**config.mk**
```make
export PLATFORM = sky130hd
export DESIGN_NAME = mem_port_arbiter
export DESIGN_NICKNAME = d
export VERILOG_FILES = /design/src/rtl/common.sv /design/src/rtl/mem_lane_align.sv /design/src/rtl/mem_port_arbiter.sv
export SDC_FILE = /design/constraint.sdc
export NUM_CORES = 1
export LEC_CHECK = 0
export BUFFER_PORTS_ARGS = -buffer_cell sky130_fd_sc_hd__buf_2
export CAP_MARGIN = 20
export CORE_MARGIN = 5
export CORE_UTILIZATION = 35
export DETAILED_ROUTE_END_ITERATION = 8
export PLACE_DENSITY = 0.67
export SLEW_MARGIN = 0
export SYNTH_ARGS = -nofsm -noshare
export SYNTH_HDL_FRONTEND = slang
export SYNTH_SLANG_ARGS = --single-unit
```
**constraint.sdc**
```tcl
create_clock -name clk -period 2.2 [get_ports clk]
set_input_delay 0.11 -clock clk [delete_from_list [all_inputs] [get_ports clk]]
set_output_delay 0.11 -clock clk [all_outputs]
set_load 0.01 [all_outputs]
```
**src/rtl/common.sv**
```systemverilog
// Shared types for the memory port arbiter: access sizes, FSM states, request owners
// and the alignment rule used when MEM_ALIGN_CHECK_EN is defined.
package common;

    typedef logic [1:0] mem_size_type;

    localparam mem_size_type MEM_BYTE = 2'b00;
    localparam mem_size_type MEM_HALF = 2'b01;
    localparam mem_size_type MEM_WORD = 2'b10;

    typedef enum logic [2:0] {IDLE, REQ, WAIT, RSP, ERR} arb_state_type;

    typedef enum logic {OWN_IF, OWN_LS} arb_owner_type;

    // Size 2'b11 is never a legal access when alignment checking is enabled.
    function automatic logic is_misaligned(input mem_size_type size, input logic [1:0] off);
        logic bad;
        case (size)
            MEM_BYTE: bad = 1'b0;
            MEM_HALF: bad = off[0];
            MEM_WORD: bad = (off != 2'b00);
            default:  bad = 1'b1;
        endcase
        return bad;
    endfunction

endpackage

```
**src/rtl/mem_lane_align.sv**
```systemverilog
// Byte-lane steering: store byte enables and lane replication, load extract and extension.
module mem_lane_align
    import common::*;
(
    input  logic [1:0]  req_size_i,
    input  logic [1:0]  req_off_i,
    input  logic [31:0] req_wdata_i,
    output logic [3:0]  be_o,
    output logic [31:0] wdata_o,
    input  logic [1:0]  rsp_size_i,
    input  logic [1:0]  rsp_off_i,
    input  logic        rsp_sign_i,
    input  logic [31:0] rsp_raw_i,
    output logic [31:0] rsp_data_o
);

    logic [15:0] shifted;

    // Word and the undefined size 2'b11 both use the full lane set.
    always_comb begin
        be_o    = 4'b1111;
        wdata_o = req_wdata_i;
        case (req_size_i)
            MEM_BYTE: begin
                be_o    = 4'b0001 << req_off_i;
                wdata_o = {4{req_wdata_i[7:0]}};
            end
            MEM_HALF: begin
                be_o    = 4'b0011 << {req_off_i[1], 1'b0};
                wdata_o = {2{req_wdata_i[15:0]}};
            end
            MEM_WORD: ;
            default:  ;
        endcase
    end

    // Halfword extraction uses only off[1], so a set off[0] is simply truncated.
    always_comb begin
        shifted    = rsp_raw_i[15:0];
        rsp_data_o = rsp_raw_i;
        case (rsp_size_i)
            MEM_BYTE: begin
                shifted    = 16'(rsp_raw_i >> {rsp_off_i, 3'b000});
                rsp_data_o = {{24{rsp_sign_i & shifted[7]}}, shifted[7:0]};
            end
            MEM_HALF: begin
                shifted    = 16'(rsp_raw_i >> {rsp_off_i[1], 4'b0000});
                rsp_data_o = {{16{rsp_sign_i & shifted[15]}}, shifted[15:0]};
            end
            MEM_WORD: ;
            default:  ;
        endcase
    end

endmodule

```
**src/rtl/mem_port_arbiter.sv**
```systemverilog
// Shares one memory port between fetch (IF) and load/store (LS), one transaction in flight.
// Define MEM_ALIGN_CHECK_EN to reject misaligned or size-11 LS accesses through the ERR state.
module mem_port_arbiter
    import common::*;
#(
    parameter int unsigned ADDR_W       = 32,
    parameter int unsigned DATA_W       = 32,
    parameter int unsigned STARVE_LIMIT = 4
) (
    input  logic              clk,
    input  logic              reset_n,
    input  logic              if_req_valid,
    input  logic [ADDR_W-1:0] if_req_addr,
    output logic              if_req_ready,
    output logic              if_rsp_valid,
    output logic [DATA_W-1:0] if_rsp_data,
    input  logic              ls_req_valid,
    input  logic              ls_req_write,
    input  logic [1:0]        ls_req_size,
    input  logic              ls_req_sign,
    input  logic [ADDR_W-1:0] ls_req_addr,
    input  logic [DATA_W-1:0] ls_req_wdata,
    output logic              ls_req_ready,
    output logic              ls_rsp_valid,
    output logic [DATA_W-1:0] ls_rsp_data,
    output logic              ls_rsp_err,
    output logic              mem_req_valid,
    output logic              mem_req_write,
    output logic [ADDR_W-1:0] mem_req_addr,
    output logic [3:0]        mem_req_be,
    output logic [DATA_W-1:0] mem_req_wdata,
    input  logic              mem_req_ready,
    input  logic              mem_rsp_valid,
    input  logic [DATA_W-1:0] mem_rsp_data
);

    localparam int unsigned CNT_W = 4;

    arb_state_type     state_q;
    arb_owner_type     owner_q;
    logic              write_q;
    logic [1:0]        size_q;
    logic              sign_q;
    logic [1:0]        off_q;
    logic [CNT_W-1:0]  starve_q;
    logic              mem_req_valid_q;
    logic              mem_req_write_q;
    logic [ADDR_W-1:0] mem_req_addr_q;
    logic [3:0]        mem_req_be_q;
    logic [DATA_W-1:0] mem_req_wdata_q;
    logic              if_rsp_valid_q;
    logic [DATA_W-1:0] if_rsp_data_q;
    logic              ls_rsp_valid_q;
    logic [DATA_W-1:0] ls_rsp_data_q;
    logic              ls_rsp_err_q;

    logic              arb_en_c;
    logic              starved_c;
    logic              grant_if_c;
    logic              grant_ls_c;
    logic              sel_write_c;
    logic              err_c;
    logic [ADDR_W-1:0] sel_addr_c;
    logic [3:0]        lane_be_c;
    logic [DATA_W-1:0] lane_wdata_c;
    logic [DATA_W-1:0] load_data_c;

    // LS has priority unless fetch has lost STARVE_LIMIT contested rounds in a row.
    assign arb_en_c    = (state_q == IDLE) || (state_q == RSP);
    assign starved_c   = (starve_q == CNT_W'(STARVE_LIMIT));
    assign grant_if_c  = arb_en_c && if_req_valid && (!ls_req_valid || starved_c);
    assign grant_ls_c  = arb_en_c && ls_req_valid && !grant_if_c;
    assign sel_write_c = grant_ls_c && ls_req_write;
    assign sel_addr_c  = grant_if_c ? if_req_addr : ls_req_addr;

`ifdef MEM_ALIGN_CHECK_EN
    assign err_c = grant_ls_c && is_misaligned(ls_req_size, ls_req_addr[1:0]);
`else
    assign err_c = 1'b0;
`endif

    mem_lane_align u_lane (
        .req_size_i  (ls_req_size),
        .req_off_i   (ls_req_addr[1:0]),
        .req_wdata_i (ls_req_wdata),
        .be_o        (lane_be_c),
        .wdata_o     (lane_wdata_c),
        .rsp_size_i  (size_q),
        .rsp_off_i   (off_q),
        .rsp_sign_i  (sign_q),
        .rsp_raw_i   (mem_rsp_data),
        .rsp_data_o  (load_data_c)
    );

    always_ff @(posedge clk or negedge reset_n) begin
        if (!reset_n) begin
            state_q         <= IDLE;
            owner_q         <= OWN_IF;
            write_q         <= 1'b0;
            size_q          <= '0;
            sign_q          <= 1'b0;
            off_q           <= '0;
            starve_q        <= '0;
            mem_req_valid_q <= 1'b0;
            mem_req_write_q <= 1'b0;
            mem_req_addr_q  <= '0;
            mem_req_be_q    <= '0;
            mem_req_wdata_q <= '0;
            if_rsp_valid_q  <= 1'b0;
            if_rsp_data_q   <= '0;
            ls_rsp_valid_q  <= 1'b0;
            ls_rsp_data_q   <= '0;
            ls_rsp_err_q    <= 1'b0;
        end else begin
            if_rsp_valid_q <= 1'b0;
            if_rsp_data_q  <= '0;
            ls_rsp_valid_q <= 1'b0;
            ls_rsp_data_q  <= '0;
            ls_rsp_err_q   <= 1'b0;
            case (state_q)
                IDLE, RSP: begin
                    state_q <= IDLE;
                    if (grant_if_c || grant_ls_c) begin
                        owner_q <= grant_if_c ? OWN_IF : OWN_LS;
                        write_q <= sel_write_c;
                        size_q  <= grant_if_c ? MEM_WORD : ls_req_size;
                        sign_q  <= grant_ls_c && ls_req_sign;
                        off_q   <= sel_addr_c[1:0];
                        if (grant_if_c) begin
                            starve_q <= '0;
                        end else if (if_req_valid && (starve_q != '1)) begin
                            starve_q <= starve_q + CNT_W'(1);
                        end
                        if (err_c) begin
                            state_q        <= ERR;
                            ls_rsp_valid_q <= 1'b1;
                            ls_rsp_err_q   <= 1'b1;
                        end else begin
                            state_q         <= REQ;
                            mem_req_valid_q <= 1'b1;
                            mem_req_write_q <= sel_write_c;
                            mem_req_addr_q  <= {sel_addr_c[ADDR_W-1:2], 2'b00};
                            mem_req_be_q    <= sel_write_c ? lane_be_c : 4'b1111;
                            mem_req_wdata_q <= sel_write_c ? lane_wdata_c : '0;
                        end
                    end
                end
                REQ: begin
                    if (mem_req_ready) begin
                        mem_req_valid_q <= 1'b0;
                        state_q         <= WAIT;
                    end
                end
                WAIT: begin
                    if (mem_rsp_valid) begin
                        state_q <= RSP;
                        if (owner_q == OWN_IF) begin
                            if_rsp_valid_q <= 1'b1;
                            if_rsp_data_q  <= mem_rsp_data;
                        end else begin
                            ls_rsp_valid_q <= 1'b1;
                            ls_rsp_data_q  <= write_q ? '0 : load_data_c;
                        end
                    end
                end
                ERR:     state_q <= IDLE;
                default: state_q <= IDLE;
            endcase
        end
    end

    assign if_req_ready  = grant_if_c;
    assign ls_req_ready  = grant_ls_c;
    assign if_rsp_valid  = if_rsp_valid_q;
    assign if_rsp_data   = if_rsp_data_q;
    assign ls_rsp_valid  = ls_rsp_valid_q;
    assign ls_rsp_data   = ls_rsp_data_q;
    assign ls_rsp_err    = ls_rsp_err_q;
    assign mem_req_valid = mem_req_valid_q;
    assign mem_req_write = mem_req_write_q;
    assign mem_req_addr  = mem_req_addr_q;
    assign mem_req_be    = mem_req_be_q;
    assign mem_req_wdata = mem_req_wdata_q;

endmodule

```
# Word-level counts from Yosys, hierarchy flattened
# Index checks and enable logic that the tools add are counted.
# totals
ff_bits,147
input_bits,138
output_inout_bits,139
elab_cells,84
# op_classes
add_sub_neg,1
eq_ne,10
n_shift,4
n_mux,30
n_bitwise,2
n_reduce_logical,22
# ops
op,n
two-way mux 32 bit,9
one-hot mux 32 bit (2 select lines),2
right shift 32 x 5 -> 16 bit,1
right shift 32 x 5 -> 8 bit,1
two-way mux 4 bit,3
two-way mux 1 bit,10
one-hot mux 3 bit (3 select lines),1
one-hot mux 4 bit (2 select lines),1
logical AND 1 bit,7
"equality test 3 x 2 -> 1 bit, second input constant",2
two-way mux 3 bit,2
"inequality test 2 bit, second input constant",3
AND reduction 3 bit,2
"adder 4 x 1 -> 4 bit, second input constant",1
"equality test 2 x 1 -> 1 bit, second input constant",2
"equality test 4 x 3 -> 1 bit, second input constant",1
zero test 2 bit,2
"inequality test 4 bit, second input constant",1
AND reduction 2 bit,2
nonzero test 2 bit,2
"left shift 1 x 2 -> 4 bit, first input constant",1
"left shift 2 x 2 -> 4 bit, first input constant",1
"equality test 3 x 1 -> 1 bit, second input constant",1
zero test 3 bit,1
other kinds (6),10

# Depth between registers and ports, before layout
# depth
ltp_word,9
ltp_mapped,8
ltp_nobuf,7

# Hierarchy
# A second synthesis with hierarchy kept.
# unflattened
cells_unflattened,561
hier_area_um2,6835.3
# modules_own_cells
mod,instances,cells_each,area_per_inst_um2,seq_area_each_um2
mem_port_arbiter,1,404,5670.4,3653.5
mem_lane_align,1,157,1164.9,0.0

# Worst setup path before layout
# OpenSTA, ideal clock, no wires.
# synth_path
kind,register -> register
start,register starve_q[0]
end,register mem_req_wdata_q[0] (netlist: mem_req_wdata[0])
setup_time_ps,65
t_arrival_ps,1648
required_ps,2135
slack_ps,486
path_stages_with_launch,8
n_path_buf,1
synth_period_minus_slack_ps,1714
path_cell_list,dfrtp_1 inv_1 ha_1 and3b_4 a211oi_4 and2_1 buf_6 a22o_1
# synth_via
elab_chain_cells,7
elab_cells_between_ends,9
classes_between,eq/ne: 1; mux: 1; reduce/logical: 7
# synth_rtl
element,line_no,text
start: declaration,mem_port_arbiter.sv:45,logic [CNT_W-1:0] starve_q;
start signal: assignment,mem_port_arbiter.sv:132,starve_q <= starve_q + CNT_W'(1);
equality test 4 x 3 -> 1 bit *,mem_port_arbiter.sv:70,assign starved_c = (starve_q == CNT_W'(STARVE_LIMIT));
logical OR 1 bit *,mem_port_arbiter.sv:71,assign grant_if_c = arb_en_c && if_req_valid && (!ls_req_valid || starved_c);
logical AND 1 bit *,mem_port_arbiter.sv:71,
zero test 1 bit *,mem_port_arbiter.sv:72,assign grant_ls_c = arb_en_c && ls_req_valid && !grant_if_c;
logical AND 1 bit *,mem_port_arbiter.sv:72,
named net ls_req_ready,mem_port_arbiter.sv:23,"output logic ls_req_ready,"
logical AND 1 bit / logical OR 1 bit (equally long branches),"mem_port_arbiter.sv:73, mem_port_arbiter.sv:123",
two-way mux 32 bit / AND reduction 2 bit (equally long branches),n/a,
end signal: assignment,mem_port_arbiter.sv:144,mem_req_wdata_q <= sel_write_c ? lane_wdata_c : '0;
end: declaration,mem_port_arbiter.sv:50,logic [DATA_W-1:0] mem_req_wdata_q;
# Mark *: on every way through the listed nets, which the timed path passes. The rest lies on a longest branch.
# A chain may end at the register's enable or synchronous reset.

# Worst setup path in the final report
# layout_path
start,register starve_q[0]
end,output port ls_req_ready
# layout_via
elab_chain_cells,5
# layout_rtl
element,line_no
equality test 4 x 3 -> 1 bit,mem_port_arbiter.sv:70
logical OR 1 bit,mem_port_arbiter.sv:71
logical AND 1 bit,mem_port_arbiter.sv:71
zero test 1 bit,mem_port_arbiter.sv:72
logical AND 1 bit,mem_port_arbiter.sv:72
end: declaration,mem_port_arbiter.sv:23
# Every way passes these cells.

==> flow_summary.yaml <==
critical_path:
  critPathTopFamily: "compound AO/OA/AOI/OAI gates"
  cp_slowest_cell: "a211oi_4"
  path_cells: "inv_1, ha_1, and3b_4, a211oi_4, buf_2"
  cp-start-kind: "flop"
  reg2regPathDepth: 6
  cp.required_ps: 2090
  max_stage_delay_ps: 430
  arrival_ps: 1970
  end_kind: "output pin"
  cp.depth: 5
  critPathMaxFanout: 7
  cp.buffers_inverters: 2
  critical_path_class: "flop to output pin"
  r2r_slack_ps: 230
synth:
  ys_warn_count: 0
  synthTopCellsByCount: "146 x dfrtp_1, 106 x nand2_1, 34 x nand3_1"
  synthDistinctLibCells: 49
  syn_inst: 584
  synthTopCellsByArea: "dfrtp_1 59%, nand2_1 6.4%, mux2i_1 4.5%, a22oi_1 3.8%, nand3_1 2.7%"
  netlist_area_um2: 6240
  yosys.area.top_type: "dfrtp_1"
  synthArstFlopShare_pct: 100
  synth_top_area_share_pct: 58.5
  yosysMostFrequentCell: "dfrtp_1"
  synth_edf_count: 0
  synth_flop_cell: "dfrtp_1"
  synth.avg_cell_area_um2: 10.7
  synth_seq_area_share_pct: 58.5
  synth_seq_cells: 146
die:
  die_area_um2: 20600
  io_pins: 277
  fp.coreArea_um2: 17400
  die_h_um: 144
  die_x_um: 144
  rows: 48
  start_util_pct: 35.8
timing:
  hold_slack_ps: 18.6
  worst_pin_slew_ps: 701
  maxSlewViolCount: 0
  tns_ps: 0
  clock-skew-final_ps: 11.7
  final.min_clock_period_ps: 2080
  fin_crit_sh_pct: 94.6
  setup_viol: 0
  max_clock_freq_mhz: 481
  rsz0062_at_grt: "false"
  slew_headroom_pct: 53.3
  hold_viol: 0
clock_tree:
  cts_buffers: 17
  clk_latency_ps: 420
  clkSinkCount: 146
  cts_tree: "done"
  post_cts_buffers: 0
  h-tree-depth: 4
  ctsRootBufferMaster: "clkbuf_16"
  clk_path_buf_depth: 2
  clk_pin_slew_ps: 70
routing:
  ant_nets: 0
  vias: 6046
  finalWirelength_mm: 21.3
  wl_per_cell_um: 17.4
  drt_iter0_drc: 302
  drc: 0
  drt_first_pass_iters: 7
  drt-vias-per-instance: 4.94
place:
  io_buffers: 273
  hpwl_mm: 14.2
  postPlaceCellArea_um2: 7890
  globalplace.congestion: 0.802
pwr:
  leakagePower_nw: 5.19
  p_per_area_nw_per_um2: 1200
  ir_drop_mv: 0.564
finish:
  multi_input_comb_area_um2: 2340
  final_area_um2: 9750
  drive_above_1_share_pct: 35.5
  fillers: 1485
  regArea_um2: 3650
  syn2layout_area_growth_pct: 56.2
  nets: 1126
global_route:
  track_usage_pct: 20.2
  grt_overflow_total: 0
  grt_antenna_before_repair: 1
  grt_pass1_vias: 6318
  grt_pass1_wl_mm: 32.7
  grt_max_degree: 62
flow_run:
  drv_cap: 0
outcome:
  status: "completed"
hold_path:
  hold_depth: 2
  holdCritPathClass: "input port to flop"
-- state kept, by name (all words and copies together) (netlist names) --
| register | cells |
|---|---|
| if_rsp_data | 32 |
| ls_rsp_data | 32 |
| mem_req_wdata | 32 |
| mem_req_addr | 30 |
| mem_req_be | 4 |
| starve_q | 4 |
| off_q | 2 |
| size_q | 2 |
| state_q | 2 |
| if_rsp_valid | 1 |
| ls_rsp_valid | 1 |
| mem_req_valid | 1 |
| mem_req_write | 1 |
| owner_q | 1 |
| sign_q | 1 |
-- through the flow --
| step | instances | utilization, % | total power (W) | setup WS [ps] |
|---|---|---|---|---|
| final | 1224 | 56.0 | 0.0117 | 120 |
| after global routing | 1222 | 56.0 | 0.0125 | 5.26 |
| after CTS | 1222 | 55.9 | 0.0118 | 42.0 |
| after detailed placement | 1063 | 45.3 | 0.00866 | 242 |
| after global placement | 1063 | 45.3 | 0.00857 | 311 |
| after floorplan | 586 | - | 0.00680 | 486 |
-- logic make-up (layout without fill, tap and decap cells) --
| group | count (synthesis) | after routing | synth area share, % |
|---|---|---|---|
| flops | 146 | 146 | 58.5 |
| fa+ha+maj | 4 | 4 | 0.802 |
| simple gates | 214 | 214 | 15.9 |
| buf+inv | 58 | 469 | 4.27 |
| mux | 36 | 36 | 5.93 |
| other cells | 1 | 5 | 0.0601 |
| compound gates | 125 | 125 | 14.5 |
-- layout make-up --
cell class                      count  share of cell area (%)
Sequential cell                   146                    37.5
Timing Repair Buffer              417                    28.8
Multi-Input combinational cell    382                    24.0
Clock buffer                       18                    4.50
Tap cell                          225                    2.89
Clock inverter                     14                    1.46
Inverter                           20                   0.770
Antenna cell                        2                  0.0513
-- power by group --
group	total [W]	leakage, nW	internal, W	switching [W]
logic	0.00477	3.00	0.00197	0.00280
registers	0.00404	1.91	0.00354	0.000498
clock network	0.00287	0.276	0.00163	0.00125
-- routing by layer --
layer / GRT usage (%) / routed length, um
met1: 24.4 / 8360
met2: 34.1 / 10500
met3: 5.29 / 1790
met4: 9.02 / 641
met5: 0 / 7
-- final timing paths --
kind	from	endpoint
setup / recovery	starve_q[0]	ls_req_ready
hold / removal	mem_rsp_valid	ls_rsp_valid
setup reg to reg	starve_q[0]	mem_req_wdata[1]
hold reg to reg	mem_req_wdata[13]	mem_req_wdata[13]
max in group asynchronous	reset_n	mem_req_addr[21]
min in group asynchronous	reset_n	if_rsp_data[28]
-- what timing repair did --
| action | in CTS | in global routing |
|---|---|---|
| resized for setup | 0 | 2 |
| endpoints found under the setup margin | 0 | 2 |
| hold buffers | 127 | 0 |
| endpoints found under the hold margin | 205 | 0 |
-- cells in the final DEF, fill, tap and decap left out, types with 14 or more instances in the layout --
cell type        n
buf_2          272
nor2_1          23
dlygate4sd3_1  127
clkbuf_16       17
nand2_1        106
o21ai_0         21
buf_4           14
a21oi_1         14
inv_1           19
mux2i_1         28
dfrtp_1        146
a22oi_1         32
nand3_1         34
and2_1          26
No activity file was read; power rests on OpenSTA's default activity.
